$ cat src/rtl/imem_boot_loader_pkg.sv
// Shared types and helpers for the instruction-memory boot loader.
package imem_loader_pkg;

  typedef enum logic [2:0] {
    IDLE,
    LOAD,
    HOLD,
    RUN,
    ERR
  } loader_state_t;

  localparam bit ORDER_BIG    = 1'b1;
  localparam bit ORDER_LITTLE = 1'b0;

  // Widest word byte_lane can slice; narrower words are zero-extended by the caller.
  localparam int XLEN_MAX = 64;

  function automatic logic [7:0] byte_lane(input logic [XLEN_MAX-1:0] word,
                                           input int                  lane,
                                           input bit                  big_endian,
                                           input int                  nbytes);
    int                  idx;
    logic [XLEN_MAX-1:0] sh;
    idx = big_endian ? (nbytes - 1 - lane) : lane;
    sh  = word >> (8 * idx);
    return sh[7:0];
  endfunction

endpackage

$ cat src/rtl/imem_boot_loader_if.sv
// Valid/ready word stream from the host/debug source into the boot loader.
interface imem_boot_loader_if #(
  parameter int XLEN = 32
);
  logic            in_valid;
  logic [XLEN-1:0] in_data;
  logic            in_ready;

  modport master (output in_valid, in_data, input in_ready);
  modport slave  (input in_valid, in_data, output in_ready);
endinterface

$ cat src/rtl/imem_boot_loader_word_serializer.sv
// Holds one word and emits it as BYTES consecutive byte writes starting at a base address.
module word_serializer
  import imem_loader_pkg::*;
#(
  parameter int XLEN       = 32,
  parameter int ADDR_W     = 10,
  parameter bit BIG_ENDIAN = ORDER_BIG
) (
  input  logic              clock,
  input  logic              reset,
  input  logic              load,
  input  logic [XLEN-1:0]   word,
  input  logic [ADDR_W-1:0] base,
  output logic              empty,
  output logic              last_byte,
  output logic              mem_we,
  output logic [ADDR_W-1:0] mem_addr,
  output logic [7:0]        mem_wdata
);

  localparam int BYTES  = XLEN / 8;
  localparam int LANE_W = (BYTES > 1) ? $clog2(BYTES) : 1;

  logic [XLEN-1:0]   word_q;
  logic [LANE_W-1:0] lane_q;

  assign empty     = !mem_we;
  assign last_byte = mem_we && (lane_q == LANE_W'(BYTES - 1));

  // NOTE: non-blocking assignments keep every register update on the same edge,
  // independent of statement order.
  always_ff @(posedge clock or posedge reset) begin
    if (reset) begin
      word_q    <= '0;
      lane_q    <= '0;
      mem_we    <= 1'b0;
      mem_addr  <= '0;
      mem_wdata <= '0;
    end else if (load) begin
      // A new word may land on the last byte of the previous one: no bubble.
      word_q    <= word;
      lane_q    <= '0;
      mem_we    <= 1'b1;
      mem_addr  <= base;
      mem_wdata <= byte_lane(XLEN_MAX'(word), 0, BIG_ENDIAN, BYTES);
    end else if (mem_we) begin
      if (last_byte) begin
        mem_we <= 1'b0;
      end else begin
        lane_q    <= lane_q + LANE_W'(1);
        mem_addr  <= mem_addr + ADDR_W'(1);
        mem_wdata <= byte_lane(XLEN_MAX'(word_q), int'(lane_q) + 1, BIG_ENDIAN, BYTES);
      end
    end
  end

endmodule

$ cat src/rtl/imem_boot_loader.sv
// Boot loader: streams words into the byte-wide instruction RAM, then releases core reset
// after a guard interval.
module imem_boot_loader
  import imem_loader_pkg::*;
#(
  parameter  int XLEN        = 32,
  parameter  int DEPTH_WORDS = 256,
  parameter  bit BIG_ENDIAN  = ORDER_BIG,
  parameter  int RESET_HOLD  = 2,
  localparam int BYTES       = XLEN / 8,
  localparam int CNT_W       = $clog2(DEPTH_WORDS + 1),
  localparam int ADDR_W      = $clog2(DEPTH_WORDS * BYTES)
) (
  input  logic                 clock,
  input  logic                 reset,
  input  logic                 start,
  input  logic [CNT_W-1:0]     num_words,
  imem_boot_loader_if.slave    stream,
  output logic                 mem_we,
  output logic [ADDR_W-1:0]    mem_addr,
  output logic [7:0]           mem_wdata,
  output logic                 core_reset,
  output logic                 done,
  output logic                 error,
  output logic [CNT_W-1:0]     words_loaded
);

  localparam int HOLD_W    = (RESET_HOLD > 0) ? $clog2(RESET_HOLD + 1) : 1;
  localparam int HOLD_LAST = (RESET_HOLD > 0) ? RESET_HOLD - 1 : 0;

  loader_state_t     state_q, state_d;
  logic [CNT_W-1:0]  num_q;
  logic [CNT_W-1:0]  word_idx;
  logic [HOLD_W-1:0] hold_cnt;
  logic              ser_empty, ser_last;
  logic              accept, start_take, last_word;

  assign start_take = start && (state_q inside {IDLE, RUN, ERR});
  assign last_word  = ser_last && (words_loaded == num_q - CNT_W'(1));

  // Prefetch the next word only while another one is still owed.
  assign stream.in_ready = (state_q == LOAD) &&
                           (ser_empty || (ser_last && ((num_q - words_loaded) > CNT_W'(1))));
  assign accept = stream.in_valid && stream.in_ready;

  assign core_reset = (state_q != RUN);
  assign done       = (state_q == RUN);
  assign error      = (state_q == ERR);

  word_serializer #(
    .XLEN       (XLEN),
    .ADDR_W     (ADDR_W),
    .BIG_ENDIAN (BIG_ENDIAN)
  ) u_ser (
    .clock     (clock),
    .reset     (reset),
    .load      (accept),
    .word      (stream.in_data),
    .base      (ADDR_W'(word_idx * BYTES)),
    .empty     (ser_empty),
    .last_byte (ser_last),
    .mem_we    (mem_we),
    .mem_addr  (mem_addr),
    .mem_wdata (mem_wdata)
  );

  always_ff @(posedge clock or posedge reset) begin
    if (reset) state_q <= IDLE;
    else       state_q <= state_d;
  end

  // NOTE: state_d is defaulted before the case so no path leaves it unassigned (no latch).
  always_comb begin
    state_d = state_q;
    case (state_q)
      IDLE, RUN, ERR: begin
        if (start) begin
          if (num_words > CNT_W'(DEPTH_WORDS)) state_d = ERR;
          else if (num_words == '0)            state_d = HOLD;
          else                                 state_d = LOAD;
        end
      end
      LOAD:    if (last_word) state_d = HOLD;
      HOLD:    if (hold_cnt == HOLD_W'(HOLD_LAST)) state_d = RUN;
      default: state_d = IDLE;
    endcase
  end

  always_ff @(posedge clock or posedge reset) begin
    if (reset) begin
      num_q        <= '0;
      word_idx     <= '0;
      words_loaded <= '0;
      hold_cnt     <= '0;
    end else begin
      if (start_take) begin
        num_q        <= num_words;
        word_idx     <= '0;
        words_loaded <= '0;
      end else begin
        if (accept)   word_idx     <= word_idx + CNT_W'(1);
        if (ser_last) words_loaded <= words_loaded + CNT_W'(1);
      end
      hold_cnt <= (state_q == HOLD) ? hold_cnt + HOLD_W'(1) : '0;
    end
  end

endmodule

$ cat src/flat_wrapper.sv
// flat-port wrapper written by rule: the top's interface ports become plain ports
module imem_boot_loader_flat import imem_loader_pkg::*;
#(
  parameter  int XLEN        = 32,
  parameter  int DEPTH_WORDS = 256,
  parameter  bit BIG_ENDIAN  = ORDER_BIG,
  parameter  int RESET_HOLD  = 2,
  localparam int BYTES       = XLEN / 8,
  localparam int CNT_W       = $clog2(DEPTH_WORDS + 1),
  localparam int ADDR_W      = $clog2(DEPTH_WORDS * BYTES)
)
  (clock, reset, start, num_words, mem_we, mem_addr, mem_wdata, core_reset, done, error, words_loaded, stream_in_valid, stream_in_data, stream_in_ready);
  imem_boot_loader_if #(.XLEN(XLEN)) stream_i ();
  input  logic clock;
  input  logic reset;
  input  logic start;
  input  logic [CNT_W-1:0] num_words;
  output logic mem_we;
  output logic [ADDR_W-1:0] mem_addr;
  output logic [7:0] mem_wdata;
  output logic core_reset;
  output logic done;
  output logic error;
  output logic [CNT_W-1:0] words_loaded;
  input wire logic [$bits(stream_i.in_valid)-1:0] stream_in_valid;
  input wire logic [$bits(stream_i.in_data)-1:0] stream_in_data;
  output wire logic [$bits(stream_i.in_ready)-1:0] stream_in_ready;
  assign stream_i.in_valid = stream_in_valid;
  assign stream_i.in_data = stream_in_data;
  assign stream_in_ready = stream_i.in_ready;
  imem_boot_loader #(.XLEN(XLEN), .DEPTH_WORDS(DEPTH_WORDS), .BIG_ENDIAN(BIG_ENDIAN), .RESET_HOLD(RESET_HOLD)) u_core (.clock(clock), .reset(reset), .start(start), .num_words(num_words), .stream(stream_i), .mem_we(mem_we), .mem_addr(mem_addr), .mem_wdata(mem_wdata), .core_reset(core_reset), .done(done), .error(error), .words_loaded(words_loaded));
endmodule
$ cat config.mk
export PLATFORM = sky130hd
export DESIGN_NAME = imem_boot_loader_flat
export DESIGN_NICKNAME = d
export VERILOG_FILES = /design/src/rtl/imem_boot_loader_pkg.sv /design/src/rtl/imem_boot_loader_if.sv /design/src/rtl/imem_boot_loader_word_serializer.sv /design/src/rtl/imem_boot_loader.sv /design/src/flat_wrapper.sv
export SDC_FILE = /design/constraint.sdc
export NUM_CORES = 1
export LEC_CHECK = 0
export BUFFER_PORTS_ARGS = -buffer_cell sky130_fd_sc_hd__buf_2
export CAP_MARGIN = 15
export CORE_MARGIN = 8
export CORE_UTILIZATION = 27
export DETAILED_ROUTE_END_ITERATION = 10
export PLACE_DENSITY = 0.45
export SETUP_SLACK_MARGIN = 0.02
export SYNTH_ARGS = -nofsm -noshare
export SYNTH_HDL_FRONTEND = slang
export SYNTH_SLANG_ARGS = --single-unit
$ cat constraint.sdc
create_clock -name clock -period 2.75 [get_ports clock]
set_input_delay 0.1375 -clock clock [delete_from_list [all_inputs] [get_ports clock]]
set_output_delay 0.1375 -clock clock [all_outputs]
set_load 0.01 [all_outputs]
==> metrics.md, run 1 <==
| Metric | Value |
|---|---|
| Die Width | around 150 um |
| Total number of vias | around 3800 |
| GRT overflow | 0 |
| Antenna Nets Post-Route | 0 |
| Fin Setup TNS | -11960 ps |
| Syn nets | 504 |
| DR top layer | met4 |
| Register area share after synthesis | 45.4% |
| Comb pwr share | 52.9% |
| Switching share of power | 38.3% |
| Tot Pwr | 6.93 mW |
| Initial antenna violation count | 0 |
| DP HPWL | 9.33 mm |
| Synth area leader | dfrtp_1 |
| Post-synth EDFFs | 0 |
| Final WS setup | -248 ps |
| DRT met1 WL | 5.97 mm |
| Critical Path Source Type | flop |
| Worst-path clk slew | 70 ps |
| CTS Sinks | 84 |
| DR WL met2 | 6.23 mm |
| Die Span Y | 147 um |
| Register share of total power | between 20 and 30% |
| Die area | 21600 um2 |
| Avg Vias per Cell | 4.77 |
| Synth Flop Type | dfrtp_1 |
| Psw | 2.66 mW |
| Crit path DAT | 3230 ps |
| CTS H-tree depth | 3 |
| Area growth from synthesis to layout | 36.2% |
| Critical Path RT | 2980 ps |
| CTS Buffer Depth | 2 |
| Cell area power density | 1100 nW/um2 |
| VDD IR max | 0.481 mV |
| Multiplexer share of the synthesized area | 12.3% |
| Failing checks | negative setup slack |
| Yosys Warn Count | 0 |
| Final slew viol count | 0 |
| Final Skew | ~7.8 ps |
| Routed WL | 13.0 mm |
| Worst-margin pin slew | 788 ps |
| Largest net degree at the start of global routing | 66 |
| Final setup viols | 60 |
| Met3 routed WL | 686 um |
| WL per Instance | about 16 um |
| Port buffer count | 76 |
| Drt drc | 0 |
| Outcome | finished with violations |
| Relative slew slack | 47.0% |
| Fmax | 0.334 GHz |
| CTS Buf Count | 9 |
| Commonest non-fill, non-tap cells in the layout | 83 x dfrtp_1, 75 x buf_2, 45 x nand2_1 |
| Commonest non-fill, non-tap cell in the layout | dfrtp_1 |
| Min Tclk post-route | 3000 ps |
| Core area | 17100 um2 |
| Worst hold path type | in2reg |
| Drt pass-1 iters | 4 |
| Post-Syn Instances | 441 |
| Fin util | 37.0% |
| Placed cell areas | 5680 um2 |
| Initial Utilization | 27.2% |
| Synth Area in Adders | 5.02% |
| Internal | 4.27 mW |
| CTS tree | built |
| Post-route clock period utilization | 109% |
| Final Hold Fails | 0 |
| RSZ-0062 raised after global routing | true |
| Top cells by area, synth | dfrtp_1 45%, mux2_2 7.8%, ha_1 4.6% |
| Area share of xor/xnor cells in the synthesized design | 4.32% |
| Share of cells above drive strength 1 | 39.8% |
| Initial DRC count | between 150 and 200 |
| Critical path class | reg2reg |
| Synth async-reset ratio | 100% |
| Mapped Area | 4630 um2 |
| Largest family of logic cells by synthesized area | simple AND/OR/NAND/NOR gates |
| Mean Syn Cell Area | 10.5 um2 |
| Seq cells post-synth | 84 |
| Synth Area in Simple Gates | 15.0% |
| Finished Cell Area | 6310 um2 |
| Placement Rows | between 40 and 50 |
| Post-synth top area share | 45.4% |
| IO Pins | 77 |
| Vias in the first global route | 4231 |
| Compound-gate portion of the synthesized area | 13.4% |
| Leakage | 2.89 nW |
| First-pass GRT wire length | between 20 and 25 mm |
| GPL Wtd Cong | 0.781 |
| Clk root buf | clkbuf_16 |
| Netlist cell types | 63 |
| Clock share of power | around 17% |
| Gr usage total | 12.4% |
| ANT cells | 0 |
| Crit Path Max Fanout | 9 |
| Max-capacitance violation count | 0 |
| CP Capture Type | flop |
| Layout Nets | 638 |
| Clock Latency Late Sink | 350 ps |
[state kept, by name, indices dropped and copies added, names as in the netlist]
signal	flops
u_core.state_q	3
u_core.words_loaded	9
u_core.u_ser.mem_wdata	8
u_core.num_q	9
u_core.u_ser.word_q	32
u_core.u_ser.lane_q	2
u_core.u_ser.mem_addr	10
u_core.u_ser.mem_we	1
u_core.word_idx	8
u_core.hold_cnt	2
[power groups by stage]
| stage | logic, mW | registers, mW | clock network [mW] |
|---|---|---|---|
| floorplan | 2.11 | 2.06 | 0 |
| global placement | 3.19 | 2.06 | 0 |
| detailed placement | 3.24 | 2.07 | 0 |
| CTS | 3.57 | 2.06 | 1.25 |
| global route | 4.03 | 2.13 | 1.30 |
| finish | 3.66 | 2.07 | 1.20 |
[layout make-up]
cell class                 instances  area (um2)
timing repair buffer             140        1000
clock inverter                     6        46.3
clock buffer                      10         239
tap                              225         282
sequential                        84        2100
inverter                          29         110
multi-input combinational        311        2520
fill                            1751       10700
[cells by family (layout without fill, tap and decap cells)]
kind of cell,count (synthesis),count (layout)
AOI/OAI and AO/OA,91,91
xor gates and xnor gates,22,22
adders and majority gates,18,18
buffers and inverters,46,185
DFF,84,84
muxes,43,43
and+or+nand+nor,137,137
[critical path: stages (launching register included)]
cell and delay, ps:
dfrtp_2 420, ha_4 170, inv_2 50, fa_2 420, nand2b_4 160, a2111oi_4 310
and3_1 190, nand4_1 100, buf_4 170, o31ai_4 230, buf_12 200, buf_12 130
mux2_2 320
[metrics by stage]
step | cells | setup WS, ps | hold slack (ps)
floorplan | 441 | 44.1 | 243
global placement | 771 | -114 | 162
detailed placement | 771 | -128 | 167
CTS | 804 | -222 | 0.580
global route | 805 | -383 | 2.95
finish | 805 | -248 | 12.6
[cells in the mapped netlist (5+ instances only)]
master / count
nand2_1: 46
nor3_1: 5
xnor2_1: 18
a22oi_1: 9
clkbuf_1: 6
o21ai_0: 16
buf_4: 6
nand4_1: 6
o22ai_1: 7
mux4_2: 8
inv_1: 29
or3_1: 7
o31ai_1: 6
mux2_2: 32
nand3_1: 11
ha_1: 17
dfrtp_1: 84
a31o_2: 7
a21oi_1: 21
nor2_1: 28
[layer usage]
metal | GRT usage [%] | up-vias
met1 | 15.1 | 1882
met5 | 0 | -
met2 | 20.5 | 87
met3 | 4.03 | 10
met4 | 3.88 | 0
li1 | - | 1860
[worst paths after layout]
path / start / end / slack [ps] / cells past startpoint
max: u_core.words_loaded[0] / u_core.u_ser.word_q[22] / -250 / 12
min: num_words[6] / u_core.num_q[6] / 10 / 3
max reg2reg: u_core.words_loaded[0] / u_core.u_ser.word_q[22] / -250 / 12
min reg2reg: u_core.hold_cnt[0] / u_core.hold_cnt[0] / 440 / 1
max in group asynchronous: reset / u_core.words_loaded[0] / 1730 / 4
min in group asynchronous: reset / u_core.state_q[0] / 330 / 3
[timing repair]
| item | CTS | global route |
|---|---|---|
| setup endpoints to repair | 55 | 62 |
| hold buffers | 6 | 0 |
| hold endpoints to repair | 24 | 0 |
| resized for setup | 20 | 25 |
| pin swaps | 6 | 4 |
| buffers inserted | 10 | 2 |
| gates cloned | 1 | 0 |
Power figures use the tool's default switching activity.
==> run 2, diff against run 1 <==
--- a/config.mk
+++ b/config.mk
@@ -11,6 +11,7 @@
 export CORE_UTILIZATION = 27
 export DETAILED_ROUTE_END_ITERATION = 10
 export PLACE_DENSITY = 0.45
+export REMOVE_ABC_BUFFERS = 1
 export SETUP_SLACK_MARGIN = 0.02
 export SYNTH_ARGS = -nofsm -noshare
 export SYNTH_HDL_FRONTEND = slang
==> metrics.md, run 2 (synthesis gave the netlist of run 1 again) <==
| Metric | Value |
|---|---|
| Largest net degree at the start of global routing | 44 (-33%) |
| Initial antenna violation count | 0 (unchanged) |
| Tot Pwr | 7.68 mW (+11%) |
| Antenna Nets Post-Route | 0 (unchanged) |
| CTS Sinks | 84 (unchanged) |
| Critical Path RT | 2610 ps (-370 ps) |
| Cell area power density | 1120 nW/um2 (+1.9%) |
| Largest Register | u_core.u_ser.word_q |
| Avg Vias per Cell | 4.84 (+1.6%) |
| Clock Latency Late Sink | 350 ps (about the same) |
| Relative slew slack | 43.8% (-3.2 points) |
| Vias in the first global route | 4266 (+0.83%) |
| GPL Wtd Cong | 0.818 (+4.7%) |
| Biggest regs | u_core.u_ser.word_q (32), u_core.u_ser.mem_addr (10) |
| CP Capture Type | output port |
| Final setup viols | 60 (unchanged) |
| Min Tclk post-route | 2990 ps (-7.82 ps) |
| Initial Utilization | 27.2% (unchanged) |
| ANT cells | 0 (unchanged) |
| Die Width | 147 um (unchanged) |
| Leakage | 3.12 nW (+7.9%) |
| DP HPWL | 9.44 mm (+1.2%) |
| CTS Buf Count | 9 (unchanged) |
| Worst-margin pin slew | 842 ps (+54.3 ps) |
| Post-route clock period utilization | 109% (-0.28 points) |
| IO Pins | 77 (unchanged) |
| Area growth from synthesis to layout | 48.2% |
| Placed cell areas | 5590 um2 (-1.6%) |
| Hold Slack | 12.3 ps (-0.333 ps) |
| Total number of vias | 3997 (+4.1%) |
| Max-capacitance violation count | 0 (unchanged) |
| GRT overflow | 0 (unchanged) |
| Clock share of power | 15.5% (-1.8 points) |
| Register share of total power | 27.0% (-2.9 points) |
| Worst hold path type | in2reg |
| Final Hold Fails | 0 (unchanged) |
| Placement Rows | 48 (unchanged) |
| Routed WL | 14.5 mm (+11%) |
| Final slew viol count | 0 (unchanged) |
| Critical Path Source Type | flop |
| Drt pass-1 iters | 4 (unchanged) |
| Commonest non-fill, non-tap cell in the layout | dfrtp_1 |
| Share of cells above drive strength 1 | 47.3% (+7.5 points) |
| Drt drc | 0 (unchanged) |
| Commonest non-fill, non-tap cells in the layout | 84 x dfrtp_1, 75 x buf_2, 47 x buf_4 |
| Die area | 21600 um2 (unchanged) |
| Port buffer count | 76 (unchanged) |
| Max FFs per register | 32 (unchanged) |
| CTS Buffer Depth | 2 (unchanged) |
| Internal | 4.68 mW (+9.6%) |
| Gr usage total | 13.2% (+0.75 points) |
| WL per Instance | 17.5 um (+8.3%) |
| Fin util | 40.2% (+3.2 points) |
| Comb pwr share | 57.5% (+4.6 points) |
| Crit Path Max Fanout | 2 (-7) |
| Layout Nets | 658 (+3.1%) |
| VDD IR max | 0.594 mV (+23%) |
| Final Non-Filler Cells | 825 (+2.5%) |
| CTS H-tree depth | 3 (unchanged) |
| Core area | 17100 um2 (unchanged) |
| Finished Cell Area | 6860 um2 (+8.8%) |
| CTS tree | built |
| Initial DRC count | 206 (+26%) |
| RSZ-0062 raised after global routing | true |
| Crit path DAT | 2850 ps (-380 ps) |
| Critical path class | reg2out |
| Psw | 3.00 mW (+13%) |
| Failing checks | negative setup slack |
| Final WS setup | -241 ps (+7.82 ps) |
| Worst-path clk slew | 70 ps (about the same) |
| Final Skew | 10.3 ps (+2.52 ps) |
| First-pass GRT wire length | 22.8 mm (+5.8%) |
| DP Cell Count | 770 (-0.13%) |
| Die Span Y | 147 um (unchanged) |
| Switching share of power | 39.0% (+0.70 points) |
| Clk root buf | clkbuf_16 |
| Fmax | 0.334 GHz (+0.26%) |
| Outcome | finished with violations |
## run 2: cell count changes in the layout (fill, tap and decap cells not counted), sizes merged
cell | before | now
buf | 134 | 149
clkbuf | 10 | 12
clkinv | 2 | 5
clkinvlp | 2 | 1
inv | 31 | 29
dlygate4sd3 | 6 | 9
## run 2: worst paths after layout
path	from	endpoint	slack [ps]	cells after the start
max	u_core.num_q[0]	stream_in_ready	-240	11
min	num_words[7]	u_core.num_q[7]	10	3
max reg2reg	u_core.num_q[0]	u_core.word_idx[7]	-240	14
min reg2reg	u_core.hold_cnt[0]	u_core.hold_cnt[0]	430	1
max in group asynchronous	reset	u_core.word_idx[2]	1560	4
min in group asynchronous	reset	u_core.u_ser.word_q[9]	480	3
## run 2: layout make-up
class | count | area (um2)
clock inverter | 6 | 47.5
fill | 1692 | 10200
clock buffer | 10 | 239
timing repair buffer | 160 | 1270
inverter | 29 | 110
multi-input combinational | 311 | 2810
tap | 225 | 282
sequential | 84 | 2100
## run 2: critical path, cell delays in order (launching register included)
cell	delay [ps]
dfrtp_1	380
inv_2	80
ha_4	130
inv_2	30
fa_2	380
xor2_2	180
a2111oi_4	300
and3_1	190
nand4_1	170
buf_4	200
o311a_4	330
buf_6	130
## run 2: per-stage QoR
step                      setup slack (ps)  setup TNS [ps]
final                                 -241           -8300
after global routing                  -311          -12870
after CTS                             -333          -12660
after detailed placement              -371          -17100
after global placement                -306          -13950
after floorplan                      -5000         -296700
## run 2: repair_timing
item | 4_1_cts | 5_1_grt
gates resized for setup | 72 | 62
pin swaps | 20 | 21
hold endpoints to repair | 49 | 1
endpoints found under the setup margin | 62 | 64
gates cloned | 7 | 2
hold buffers | 8 | 1
setup buffers | 25 | 6
## run 2: metal layers
metal  global-route usage [%]  vias to the layer above  part of all wire [%]  routed length [um]
met4                     4.64                        0                   2.0                 292
met3                     4.34                       23                   5.5                 793
met5                        0                        -                     0                   0
li1                         -                     1899                     -                   -
met2                     21.0                      108                    46                6700
met1                     16.4                     1967                    46                6690
## run 2: power by group through the flow
stage                     clock (mW)  combinational (mW)  sequential [mW]
after global routing            1.29                4.76             2.13
after global placement             0                3.15             2.05
after detailed placement           0                3.22             2.06
final                           1.19                4.41             2.07
after floorplan                    0                2.01             2.09
after CTS                       1.24                3.99             2.06
